===== config.mk =====
export PLATFORM = sky130hd
export DESIGN_NAME = ball_motion_flat
export DESIGN_NICKNAME = d
export VERILOG_FILES = /design/src/rtl/ball_motion_if.sv /design/src/rtl/ball_motion.sv /design/src/flat_wrapper.sv
export SDC_FILE = /design/constraint.sdc
export NUM_CORES = 1
export LEC_CHECK = 0
export ABC_CLOCK_PERIOD_IN_PS = 4000
export BUFFER_PORTS_ARGS = -buffer_cell sky130_fd_sc_hd__buf_2
export CELL_PAD_IN_SITES_DETAIL_PLACEMENT = 1
export CELL_PAD_IN_SITES_GLOBAL_PLACEMENT = 2
export CORE_ASPECT_RATIO = 0.75
export CORE_MARGIN = 2
export CORE_UTILIZATION = 36
export DETAILED_ROUTE_END_ITERATION = 6
export PLACE_DENSITY_LB_ADDON = 0.2
export SETUP_SLACK_MARGIN = 0.15
export SLEW_MARGIN = 20
export SYNTH_ARGS = -nofsm -noshare
export SYNTH_HDL_FRONTEND = slang
export SYNTH_SLANG_ARGS = --single-unit

===== constraint.sdc =====
create_clock -name clk -period 4 [get_ports clk]
set_input_delay 0.4 -clock clk [delete_from_list [all_inputs] [get_ports clk]]
set_output_delay 0.4 -clock clk [all_outputs]
set_load 0.02 [all_outputs]

===== src/rtl/ball_motion_if.sv =====
// Signal bundle between the ball kinematics block and its environment:
// frame strobe and collision-checker feedback in, ball state and score out.
interface ball_motion_if;
  logic        tick;
  logic        dir_x;
  logic        dir_y;
  logic        collision;
  logic        outofbounds;
  logic [10:0] ball_x;
  logic [10:0] ball_y;
  logic        round_reset;
  logic [3:0]  p1_score;
  logic [3:0]  p2_score;
  logic        game_over;
  logic [3:0]  speed;

  // Environment side: drives strobe and checker feedback, observes the ball.
  modport master (
    output tick, dir_x, dir_y, collision, outofbounds,
    input  ball_x, ball_y, round_reset, p1_score, p2_score, game_over, speed
  );

  // Ball block side.
  modport slave (
    input  tick, dir_x, dir_y, collision, outofbounds,
    output ball_x, ball_y, round_reset, p1_score, p2_score, game_over, speed
  );
endinterface


===== src/rtl/ball_motion.sv =====
// Ball kinematics and round controller for the Pong datapath.
// Moves the ball on each frame tick, sequences serve/play/score, keeps both
// scores and raises ball speed as rallies get longer.
//
//   state     | meaning
//   ----------+-------------------------------------------------
//   S_SERVE   | ball held at centre, counting ticks before play
//   S_PLAY    | ball moves on tick; collisions ramp the speed
//   S_SCORED  | single cycle booking the point for the latched player
//   S_OVER    | winning score reached; frozen until reset
module ball_motion #(
  parameter int HC               = 1280,
  parameter int VC               = 480,
  parameter int BALLSIZE         = 16,
  parameter int INIT_SPEED       = 2,
  parameter int MAX_SPEED        = 8,
  parameter int HITS_PER_SPEEDUP = 8,
  parameter int SERVE_TICKS      = 60,
  parameter int WIN_SCORE        = 7
) (
  input  logic         clk,
  input  logic         reset,
  ball_motion_if.slave bus
);

  typedef enum logic [1:0] {
    S_SERVE  = 2'd0,
    S_PLAY   = 2'd1,
    S_SCORED = 2'd2,
    S_OVER   = 2'd3
  } state_t;

  localparam logic [11:0] X_LIM_W   = 12'(HC);
  localparam logic [11:0] Y_LIM_W   = 12'(VC - BALLSIZE);
  localparam logic [10:0] X_LIM     = 11'(HC);
  localparam logic [10:0] Y_LIM     = 11'(VC - BALLSIZE);
  localparam logic [10:0] CENTRE_X  = 11'((HC - BALLSIZE) / 2);
  localparam logic [10:0] CENTRE_Y  = 11'((VC - BALLSIZE) / 2);
  localparam logic [10:0] HALF_X    = 11'(HC / 2);
  localparam logic [3:0]  SPD_INIT  = 4'(INIT_SPEED);
  localparam logic [3:0]  SPD_MAX   = 4'(MAX_SPEED);
  localparam logic [3:0]  HIT_LAST  = 4'(HITS_PER_SPEEDUP - 1);
  localparam logic [6:0]  SERVE_LAST = 7'(SERVE_TICKS - 1);
  localparam logic [3:0]  WIN       = 4'(WIN_SCORE);

  state_t      state_q, state_d;
  logic [10:0] x_q, x_d;
  logic [10:0] y_q, y_d;
  logic [3:0]  p1_q, p1_d;
  logic [3:0]  p2_q, p2_d;
  logic [3:0]  speed_q, speed_d;
  logic [6:0]  serve_q, serve_d;
  logic [3:0]  hit_q, hit_d;
  logic        scorer_p2_q, scorer_p2_d;
  logic        round_reset_q, round_reset_d;
  logic        coll_q;

  logic [11:0] x_ext, y_ext, sp_ext;
  logic [11:0] x_sum, x_dif, y_sum, y_dif;
  logic [10:0] x_move, y_move;
  logic        hit_edge;
  logic [3:0]  score_inc;

  assign x_ext  = {1'b0, x_q};
  assign y_ext  = {1'b0, y_q};
  assign sp_ext = {8'd0, speed_q};
  assign x_sum  = x_ext + sp_ext;
  assign x_dif  = x_ext - sp_ext;
  assign y_sum  = y_ext + sp_ext;
  assign y_dif  = y_ext - sp_ext;

  assign hit_edge  = bus.collision & ~coll_q;
  assign score_inc = (scorer_p2_q ? p2_q : p1_q) + 4'd1;

  // Candidate next position for a tick in play, clamped to the playfield.
  // The right edge clamps at HC itself so the checker can see the miss.
  always_comb begin
    x_move = x_q;
    y_move = y_q;
    if (bus.dir_x) begin
      x_move = (x_sum > X_LIM_W) ? X_LIM : x_sum[10:0];
    end else begin
      x_move = (x_ext < sp_ext) ? 11'd0 : x_dif[10:0];
    end
    if (bus.dir_y) begin
      y_move = (y_sum > Y_LIM_W) ? Y_LIM : y_sum[10:0];
    end else begin
      y_move = (y_ext < sp_ext) ? 11'd0 : y_dif[10:0];
    end
  end

  // Round sequencing: next state, position, scores, speed ramp.
  always_comb begin
    state_d       = state_q;
    x_d           = x_q;
    y_d           = y_q;
    p1_d          = p1_q;
    p2_d          = p2_q;
    speed_d       = speed_q;
    serve_d       = serve_q;
    hit_d         = hit_q;
    scorer_p2_d   = scorer_p2_q;
    round_reset_d = 1'b0;

    case (state_q)
      S_SERVE: begin
        x_d = CENTRE_X;
        y_d = CENTRE_Y;
        if (bus.tick) begin
          if (serve_q == SERVE_LAST) begin
            serve_d = '0;
            state_d = S_PLAY;
          end else begin
            serve_d = serve_q + 7'd1;
          end
        end
      end

      S_PLAY: begin
        // A collision held high for several cycles is one hit.
        if (hit_edge) begin
          if (hit_q == HIT_LAST) begin
            hit_d = '0;
            if (speed_q < SPD_MAX) speed_d = speed_q + 4'd1;
          end else begin
            hit_d = hit_q + 4'd1;
          end
        end
        // A miss freezes the ball where it is, even if a tick coincides.
        if (bus.outofbounds) begin
          state_d     = S_SCORED;
          scorer_p2_d = (x_q < HALF_X);
        end else if (bus.tick) begin
          x_d = x_move;
          y_d = y_move;
        end
      end

      S_SCORED: begin
        if (scorer_p2_q) p2_d = score_inc;
        else             p1_d = score_inc;
        x_d = CENTRE_X;
        y_d = CENTRE_Y;
        if (score_inc == WIN) begin
          state_d = S_OVER;
        end else begin
          state_d       = S_SERVE;
          speed_d       = SPD_INIT;
          hit_d         = '0;
          serve_d       = '0;
          round_reset_d = 1'b1;
        end
      end

      S_OVER: begin
        x_d = CENTRE_X;
        y_d = CENTRE_Y;
      end

      default: begin
        state_d = S_SERVE;
      end
    endcase
  end

  // State and datapath registers; reset overrides every pending action.
  always_ff @(posedge clk) begin
    if (reset) begin
      state_q       <= S_SERVE;
      x_q           <= CENTRE_X;
      y_q           <= CENTRE_Y;
      p1_q          <= '0;
      p2_q          <= '0;
      speed_q       <= SPD_INIT;
      serve_q       <= '0;
      hit_q         <= '0;
      scorer_p2_q   <= 1'b0;
      round_reset_q <= 1'b0;
      coll_q        <= 1'b0;
    end else begin
      state_q       <= state_d;
      x_q           <= x_d;
      y_q           <= y_d;
      p1_q          <= p1_d;
      p2_q          <= p2_d;
      speed_q       <= speed_d;
      serve_q       <= serve_d;
      hit_q         <= hit_d;
      scorer_p2_q   <= scorer_p2_d;
      round_reset_q <= round_reset_d;
      coll_q        <= bus.collision;
    end
  end

  assign bus.ball_x      = x_q;
  assign bus.ball_y      = y_q;
  assign bus.round_reset = round_reset_q;
  assign bus.p1_score    = p1_q;
  assign bus.p2_score    = p2_q;
  assign bus.game_over   = (state_q == S_OVER);
  assign bus.speed       = speed_q;

endmodule


===== src/flat_wrapper.sv =====
// flat-port wrapper written by rule: the top's interface ports become plain ports
module ball_motion_flat 
#(
  parameter int HC               = 1280,
  parameter int VC               = 480,
  parameter int BALLSIZE         = 16,
  parameter int INIT_SPEED       = 2,
  parameter int MAX_SPEED        = 8,
  parameter int HITS_PER_SPEEDUP = 8,
  parameter int SERVE_TICKS      = 60,
  parameter int WIN_SCORE        = 7
)
  (clk, reset, bus_tick, bus_dir_x, bus_dir_y, bus_collision, bus_outofbounds, bus_ball_x, bus_ball_y, bus_round_reset, bus_p1_score, bus_p2_score, bus_game_over, bus_speed);
  ball_motion_if bus_i ();
  input  logic clk;
  input  logic reset;
  input wire logic [$bits(bus_i.tick)-1:0] bus_tick;
  input wire logic [$bits(bus_i.dir_x)-1:0] bus_dir_x;
  input wire logic [$bits(bus_i.dir_y)-1:0] bus_dir_y;
  input wire logic [$bits(bus_i.collision)-1:0] bus_collision;
  input wire logic [$bits(bus_i.outofbounds)-1:0] bus_outofbounds;
  output wire logic [$bits(bus_i.ball_x)-1:0] bus_ball_x;
  output wire logic [$bits(bus_i.ball_y)-1:0] bus_ball_y;
  output wire logic [$bits(bus_i.round_reset)-1:0] bus_round_reset;
  output wire logic [$bits(bus_i.p1_score)-1:0] bus_p1_score;
  output wire logic [$bits(bus_i.p2_score)-1:0] bus_p2_score;
  output wire logic [$bits(bus_i.game_over)-1:0] bus_game_over;
  output wire logic [$bits(bus_i.speed)-1:0] bus_speed;
  assign bus_i.tick = bus_tick;
  assign bus_i.dir_x = bus_dir_x;
  assign bus_i.dir_y = bus_dir_y;
  assign bus_i.collision = bus_collision;
  assign bus_i.outofbounds = bus_outofbounds;
  assign bus_ball_x = bus_i.ball_x;
  assign bus_ball_y = bus_i.ball_y;
  assign bus_round_reset = bus_i.round_reset;
  assign bus_p1_score = bus_i.p1_score;
  assign bus_p2_score = bus_i.p2_score;
  assign bus_game_over = bus_i.game_over;
  assign bus_speed = bus_i.speed;
  ball_motion #(.HC(HC), .VC(VC), .BALLSIZE(BALLSIZE), .INIT_SPEED(INIT_SPEED), .MAX_SPEED(MAX_SPEED), .HITS_PER_SPEEDUP(HITS_PER_SPEEDUP), .SERVE_TICKS(SERVE_TICKS), .WIN_SCORE(WIN_SCORE)) u_core (.clk(clk), .reset(reset), .bus(bus_i));
endmodule

; Yosys cells after proc, flatten, opt, wreduce, memory -nomap -nowiden
; Cells that the tools add are included.
[totals]
output_inout_bits = 36
input_bits = 7
wordCells = 90
regBits = 50
[classes]
bitwise_logic = 4
magnitude_cmp = 6
n_eq_ne = 15
add_sub_neg = 8
n_reduce_logical = 14
muxes = 32
[op_table]
columns = operator, count
row1 = $mux W11, 10
row2 = $pmux W11 S2, 2
row3 = $mux W4, 8
row4 = $add A11 B4 Y12, 2
row5 = $lt A11 B4 Y1, 2
row6 = $sub A11 B4 Y11, 2
row7 = $mux W7, 3
row8 = $pmux W4 S2, 2
row9 = $pmux W7 S2, 1
row10 = $add A4 B1 Y4 const B, 3
row11 = $gt A12 B11 Y1 const B, 1
row12 = $gt A12 B9 Y1 const B, 1
row13 = $lt A11 B10 Y1 const B, 1
row14 = $ne A2 B2 Y1 const B, 5
row15 = $eq A4 B3 Y1 const B, 2
row16 = $mux W2, 4
row17 = $ne A2 B1 Y1 const B, 4
row18 = $reduce_and A2 Y1, 4
row19 = $add A7 B1 Y7 const B, 1
row20 = $eq A7 B6 Y1 const B, 1
row21 = $pmux W2 S3, 1
row22 = $reduce_and A3 Y1, 2
row23 = $reduce_and A5 Y1, 1
row24 = $eq A2 B2 Y1 const B, 2
row25 = other kinds (11), 14

; Longest topological paths before layout
[logic_depth]
word_depth = 7
mapped_depth = 10
depth_no_buf = 10

; Worst setup path after synthesis
; No wires, ideal clock.
[synth_path]
path_type = register to register
from = register u_core.speed_q[1] (netlist: u_core.bus.speed[1])
to = register u_core.x_q[10] (netlist: u_core.bus.ball_x[10])
path_slack_ns = 0.943
stages_incl_launch_ff = 10
arrival_time_ns = 2.941
setup_time_ns = 0.116
path_buffers = 1
path_cell_list = dfxtp_1 > inv_1 > ha_1 > nor2b_1 > o211ai_2 > a211oi_1 > mux2_2 > or4b_1 > buf_2 > a31o_1
[synth_via]
elab_chain_len = 7
[synth_lines]
columns = element, line
row1 = from (decl), ball_motion.sv:51  ; logic [3:0] speed_q, speed_d;
row2 = from (signal assigned), ball_motion.sv:186  ; speed_q <= speed_d;
row3 = $add A11 B4 Y12, ball_motion.sv:67  ; assign x_sum = x_ext + sp_ext;
row4 = $gt A12 B11 Y1, ball_motion.sv:81  ; x_move = (x_sum > X_LIM_W) ? X_LIM : x_sum[10:0];
row5 = $mux W11, ball_motion.sv:81
row6 = $mux W11 (*), ball_motion.sv:80  ; if (bus.dir_x) begin
row7 = $mux W11 (*), ball_motion.sv:133  ; end else if (bus.tick) begin
row8 = $mux W11 (*), ball_motion.sv:130  ; if (bus.outofbounds) begin
row9 = $pmux W11 S2 (*), ball_motion.sv:105  ; case (state_q)
row10 = to (signal assigned), ball_motion.sv:170  ; x_q <= CENTRE_X;
row11 = to (signal assigned), ball_motion.sv:182  ; x_q <= x_d;
row12 = to (decl), ball_motion.sv:47  ; logic [10:0] x_q, x_d;
; Mark *: on every way between the ends. The rest lies on a longest branch, timed or not. The select of a mux whose other input is x is not followed.
; A chain may end at the register's enable or synchronous reset.

; Worst setup path in the final report
; Ends and elaborated chain as after synthesis.

==> results.txt <==
----------------------------------------------------
[Synth]
  Post-synth cell types ... 86
  Syn Inst Count ... 537
  Commonest register cell after synthesis ... sky130_fd_sc_hd__dfxtp_1
  Register bit total from synthesis ... 50
  Mapped cell area ... 0.004274 mm^2
  Fraction of the yosys area taken by sequential cells ... 23.42%
  Avg Synthesized Cell Area ... 7.959 um^2
  Synth async-reset ratio ... 0%
  Number of flops mapped to enable cells by yosys ... 0
  Net count after synthesis ... 573
  Synth warnings ... 0

[Timing]
  Number of max-slew violations in the final report ... 0
  Unrepaired setup endpoints after global routing ... false
  Hold violation count in the final report ... 0
  Post-route setup TNS ... 0 ps
  Max-slew headroom ... 31.16%
  Setup-violating endpoint count in the final report ... 0
  Final Cycle Share ... a little over four fifths
  Maximum achievable frequency ... 299.7 MHz
  Final period demand of the worst path ... 3336 ps
  Layout Skew ... 5.818 ps
  Actual transition at the worst max-transition pin ... between 1000 and 1500 ps

[Drt]
  Number of antenna-violating nets in the routed design ... 0
  Number of remaining DRC errors ... 0
  Routed length per placed instance ... ~19 um
  First DRT Iteration DRCs ... 229
  DR pass1 iterations ... 4
  Total Wirelength ... approximately 14000 um
  Via count ... 4188
  Vias per cell ... 5.809

[Clocking]
  Worst-skew pair later-pin latency ... 300 ps
  H-tree levels ... 2
  Worst-case clock buffer depth ... 2
  Clock Sink Count ... 50
  Clk root buf ... sky130_fd_sc_hd__clkbuf_16
  Clock slew at reported path FFs ... 80 ps
  Number of clock buffers inserted by TritonCTS ... 5
  Number of hold buffers added after CTS ... 0
  Postcts setup bufs ... 0
  Number of gates resized after cts ... 0
  TritonCTS clock tree ... done

[Die]
  Die Width ... 129.8 um
  Starting utilization of the core area ... a little under two fifths
  # rows ... 34
  Die Y-Extent ... 98.37 um
  Core Region ... 0.01157 mm^2
  Die Area ... 0.01277 mm^2
  Ports placed on the boundary ... 43

[Worst setup path]
  CP Cell Sequence ... inv_1 -> ha_1 -> nor2b_1 -> o211ai_2 -> a211oi_1 -> mux2_2 -> or4b_1 -> a31o_1
  Critical Path Fanout Max ... 9
  Reg-to-reg endpoint ... u_core.bus.ball_x[10]
  Crit path capture type ... flop
  Setup crit start kind ... flop
  Crit path buf inv count ... 1
  Largest delay share family, worst path ... simple AND/OR/NAND/NOR gates
  Worst Path Class, Setup ... flop to flop
  Critical-path top delay cell ... sky130_fd_sc_hd__or4b_1
  Total stage count of the critical path ... 8
  Worst reg2reg startpoint ... u_core.bus.speed[1]
  Required time worst endpoint ... roughly 4200 ps
  Arrival time at the worst endpoint ... 3540 ps
  Largest incremental delay on the critical path ... 650 ps
  Flop-to-flop setup slack ... 660 ps
  Cell depth of the worst flop-to-flop path ... 8

[Finish]
  Number of filler cells placed in the layout ... ~1400
  Proportion of layout cells with a drive suffix above 1 ... 14.13%
  Number of antenna diodes ... 0
  Sequential cell area in the final layout ... approximately 0.001 mm^2
  Area growth from synthesis to layout ... 10.30%
  Multi-input gate area in the final layout ... 0.003048 mm^2
  Total Nets Final ... around 590
  Non-filler cells, final ... slightly above 700

[Hold path]
  WHS Path Cells ... 2
  Hold EP ... u_core.coll_q
  Source of the worst hold timing path ... bus_collision
  Worst min-delay path category ... input port to flop

[Global routing]
  Antenna violations before repair ... 0
  Overflow after GRT ... 0
  Wire length of the first global-routing pass ... ~23000 um
  Number of global-route vias before repair ... 4188
  Aggregate global-route resource usage ... 22.63%
  Largest net degree at the start of global routing ... 29

[Outcome]
  Status ... complete, no violations

[Power]
  Cell area power density ... 214.7 mW/mm^2
  P_leak ... 1.689 nW
  VDD IR-drop max ... 0.0001416 V

[Placement]
  Number of port buffers ... 42
  Final Wtd Congestion ... 0.9047
  Detailed Place HPWL ... 10550 um
  Placed insts ... a little over 700

[Job]
  Number of maximum-capacitance violations ... 0

----------------------------------------------------
worst max-delay path by stage:
stage / start / to / slack, ps
global route: u_core.bus.speed[1] / u_core.bus.ball_x[10] / 390
detailed placement: u_core.bus.speed[1] / u_core.bus.ball_x[10] / 670
CTS: u_core.bus.speed[1] / u_core.bus.ball_x[10] / 640
global placement: u_core.bus.speed[1] / u_core.bus.ball_x[10] / 780
finish: u_core.bus.speed[1] / u_core.bus.ball_x[10] / 660
floorplan: u_core.bus.speed[1] / u_core.bus.ball_x[10] / 940
worst reg2reg max path, cell delays in order (launching register included):
cell and delay, ps:
sky130_fd_sc_hd__dfxtp_1 570, sky130_fd_sc_hd__inv_1 240, sky130_fd_sc_hd__ha_1 380, sky130_fd_sc_hd__nor2b_1 190
sky130_fd_sc_hd__o211ai_2 140, sky130_fd_sc_hd__a211oi_1 420, sky130_fd_sc_hd__mux2_2 390, sky130_fd_sc_hd__or4b_1 650
sky130_fd_sc_hd__a31o_1 270
cell usage after synthesis, types with 3 or more instances:
library cell	n	area (um^2)
sky130_fd_sc_hd__a211oi_1	9	67.56
sky130_fd_sc_hd__a21o_1	5	37.54
sky130_fd_sc_hd__a21oi_1	42	210.2
sky130_fd_sc_hd__a221o_1	4	40.04
sky130_fd_sc_hd__a22oi_1	3	22.52
sky130_fd_sc_hd__a311oi_1	3	26.28
sky130_fd_sc_hd__a31oi_1	7	43.79
sky130_fd_sc_hd__and3_1	5	31.28
sky130_fd_sc_hd__buf_2	9	45.04
sky130_fd_sc_hd__clkbuf_1	18	67.56
sky130_fd_sc_hd__dfxtp_1	50	1001
sky130_fd_sc_hd__fa_1	4	80.08
sky130_fd_sc_hd__ha_1	25	312.8
sky130_fd_sc_hd__inv_1	20	75.07
sky130_fd_sc_hd__mux2i_1	7	70.07
sky130_fd_sc_hd__nand2_1	23	86.33
sky130_fd_sc_hd__nand2b_1	13	81.33
sky130_fd_sc_hd__nand3_1	18	90.09
sky130_fd_sc_hd__nand3b_1	6	45.04
sky130_fd_sc_hd__nand4_1	5	31.28
sky130_fd_sc_hd__nand4b_1	3	26.28
sky130_fd_sc_hd__nor2_1	56	210.2
sky130_fd_sc_hd__nor2b_1	13	81.33
sky130_fd_sc_hd__nor3_1	17	85.08
sky130_fd_sc_hd__nor4_1	7	43.79
sky130_fd_sc_hd__o2111ai_1	3	26.28
sky130_fd_sc_hd__o211ai_1	10	75.07
sky130_fd_sc_hd__o21a_1	5	37.54
sky130_fd_sc_hd__o21ai_0	31	155.2
sky130_fd_sc_hd__o21ai_1	5	25.02
sky130_fd_sc_hd__o22ai_1	3	18.77
sky130_fd_sc_hd__o31a_1	3	26.28
sky130_fd_sc_hd__o31ai_1	3	22.52
sky130_fd_sc_hd__o41ai_1	4	35.03
sky130_fd_sc_hd__or3_1	6	37.54
sky130_fd_sc_hd__or4_1	3	22.52
sky130_fd_sc_hd__xnor2_1	10	87.58
sky130_fd_sc_hd__xor2_1	14	122.6
power by group:
part | internal [W] | switching [W] | leakage, nW
registers | 0.000501 | 0.00000320 | 0.404
clock network | 0.000237 | 0.000223 | 0.0746
logic | 0.0000147 | 0.0000334 | 1.21
total | 0.000752 | 0.000260 | 1.69
metrics by stage:
step / setup slack (ps) / power, W / utilization [%] / hold WS [ps] / area (um^2)
2_1_floorplan: 943.2 / 0.0005471 / - / 449.2 / 4274
3_3_place_gp: 775.7 / 0.0005624 / 39.47 / 462.2 / 4567
3_5_place_dp: 667.1 / 0.0005640 / 39.47 / 473.0 / 4567
4_1_cts: 643.6 / 0.001029 / 40.74 / 320.2 / 4715
5_1_grt: 388.4 / 0.001055 / 40.74 / 345.7 / 4715
6_report: 663.7 / 0.001012 / 40.74 / 324.7 / 4715
placed cells by master (no fill, tap or decap), types with 4 or more instances in the layout:
master | synthesis | routed
sky130_fd_sc_hd__a211oi_1 | 9 | 9
sky130_fd_sc_hd__a21o_1 | 5 | 5
sky130_fd_sc_hd__a21oi_1 | 42 | 42
sky130_fd_sc_hd__a221o_1 | 4 | 4
sky130_fd_sc_hd__a31oi_1 | 7 | 7
sky130_fd_sc_hd__and3_1 | 5 | 5
sky130_fd_sc_hd__buf_2 | 9 | 42
sky130_fd_sc_hd__clkbuf_16 | 0 | 5
sky130_fd_sc_hd__dfxtp_1 | 50 | 50
sky130_fd_sc_hd__fa_1 | 4 | 4
sky130_fd_sc_hd__ha_1 | 25 | 25
sky130_fd_sc_hd__inv_1 | 20 | 20
sky130_fd_sc_hd__mux2i_1 | 7 | 7
sky130_fd_sc_hd__nand2_1 | 23 | 23
sky130_fd_sc_hd__nand2b_1 | 13 | 13
sky130_fd_sc_hd__nand3_1 | 18 | 18
sky130_fd_sc_hd__nand3b_1 | 6 | 6
sky130_fd_sc_hd__nand4_1 | 5 | 5
sky130_fd_sc_hd__nor2_1 | 56 | 56
sky130_fd_sc_hd__nor2b_1 | 13 | 13
sky130_fd_sc_hd__nor3_1 | 17 | 17
sky130_fd_sc_hd__nor4_1 | 7 | 7
sky130_fd_sc_hd__o211ai_1 | 10 | 10
sky130_fd_sc_hd__o21a_1 | 5 | 5
sky130_fd_sc_hd__o21ai_0 | 31 | 31
sky130_fd_sc_hd__o21ai_1 | 5 | 5
sky130_fd_sc_hd__o41ai_1 | 4 | 4
sky130_fd_sc_hd__or3_1 | 6 | 6
sky130_fd_sc_hd__xnor2_1 | 10 | 10
sky130_fd_sc_hd__xor2_1 | 14 | 14
sequential cells by signal, indices dropped and copies added, names as in the netlist:
name and flops:
u_core.state_q 2, u_core.bus.p1_score 4, u_core.bus.ball_y 11, u_core.bus.speed 4, u_core.bus.p2_score 4, u_core.bus.round_reset 1, u_core.serve_q 7, u_core.scorer_p2_q 1
u_core.hit_q 4, u_core.coll_q 1, u_core.bus.ball_x 11
layer usage:
| layer | routed length, um | track usage, % | vias to the layer above | share of wire [%] |
|---|---|---|---|---|
| li1 | - | - | 2054 | - |
| met1 | 7163 | 33.77 | 2046 | 51 |
| met2 | 6007 | 33.83 | 79 | 43 |
| met3 | 709 | 4.055 | 9 | 5.1 |
| met4 | 108 | 4.880 | 0 | 0.77 |
| met5 | 0 | 0 | - | 0 |
final cells by class:
class | instances | share of cell area, %
Timing Repair Buffer | 45 | 4.936
Inverter | 22 | 1.752
Clock buffer | 5 | 2.654
Multi-Input combinational cell | 434 | 64.65
Tap cell | 162 | 4.299
Sequential cell | 50 | 21.23
Clock inverter | 3 | 0.4777
cells by family (layout without fill, tap and decap cells):
kind of cell | Yosys count | in the layout | share of synthesized area, %
AND/OR/NAND/NOR | 193 | 193 | 24.59
AO/OA/AOI/OAI | 178 | 178 | 30.07
buffers and inverters | 53 | 75 | 5.269
flip-flops | 50 | 50 | 23.42
adder cells (fa/ha/maj) | 29 | 29 | 9.192
XOR/XNOR | 25 | 25 | 5.299
multiplexers | 9 | 9 | 2.166
(Power assumes the default switching activity.)
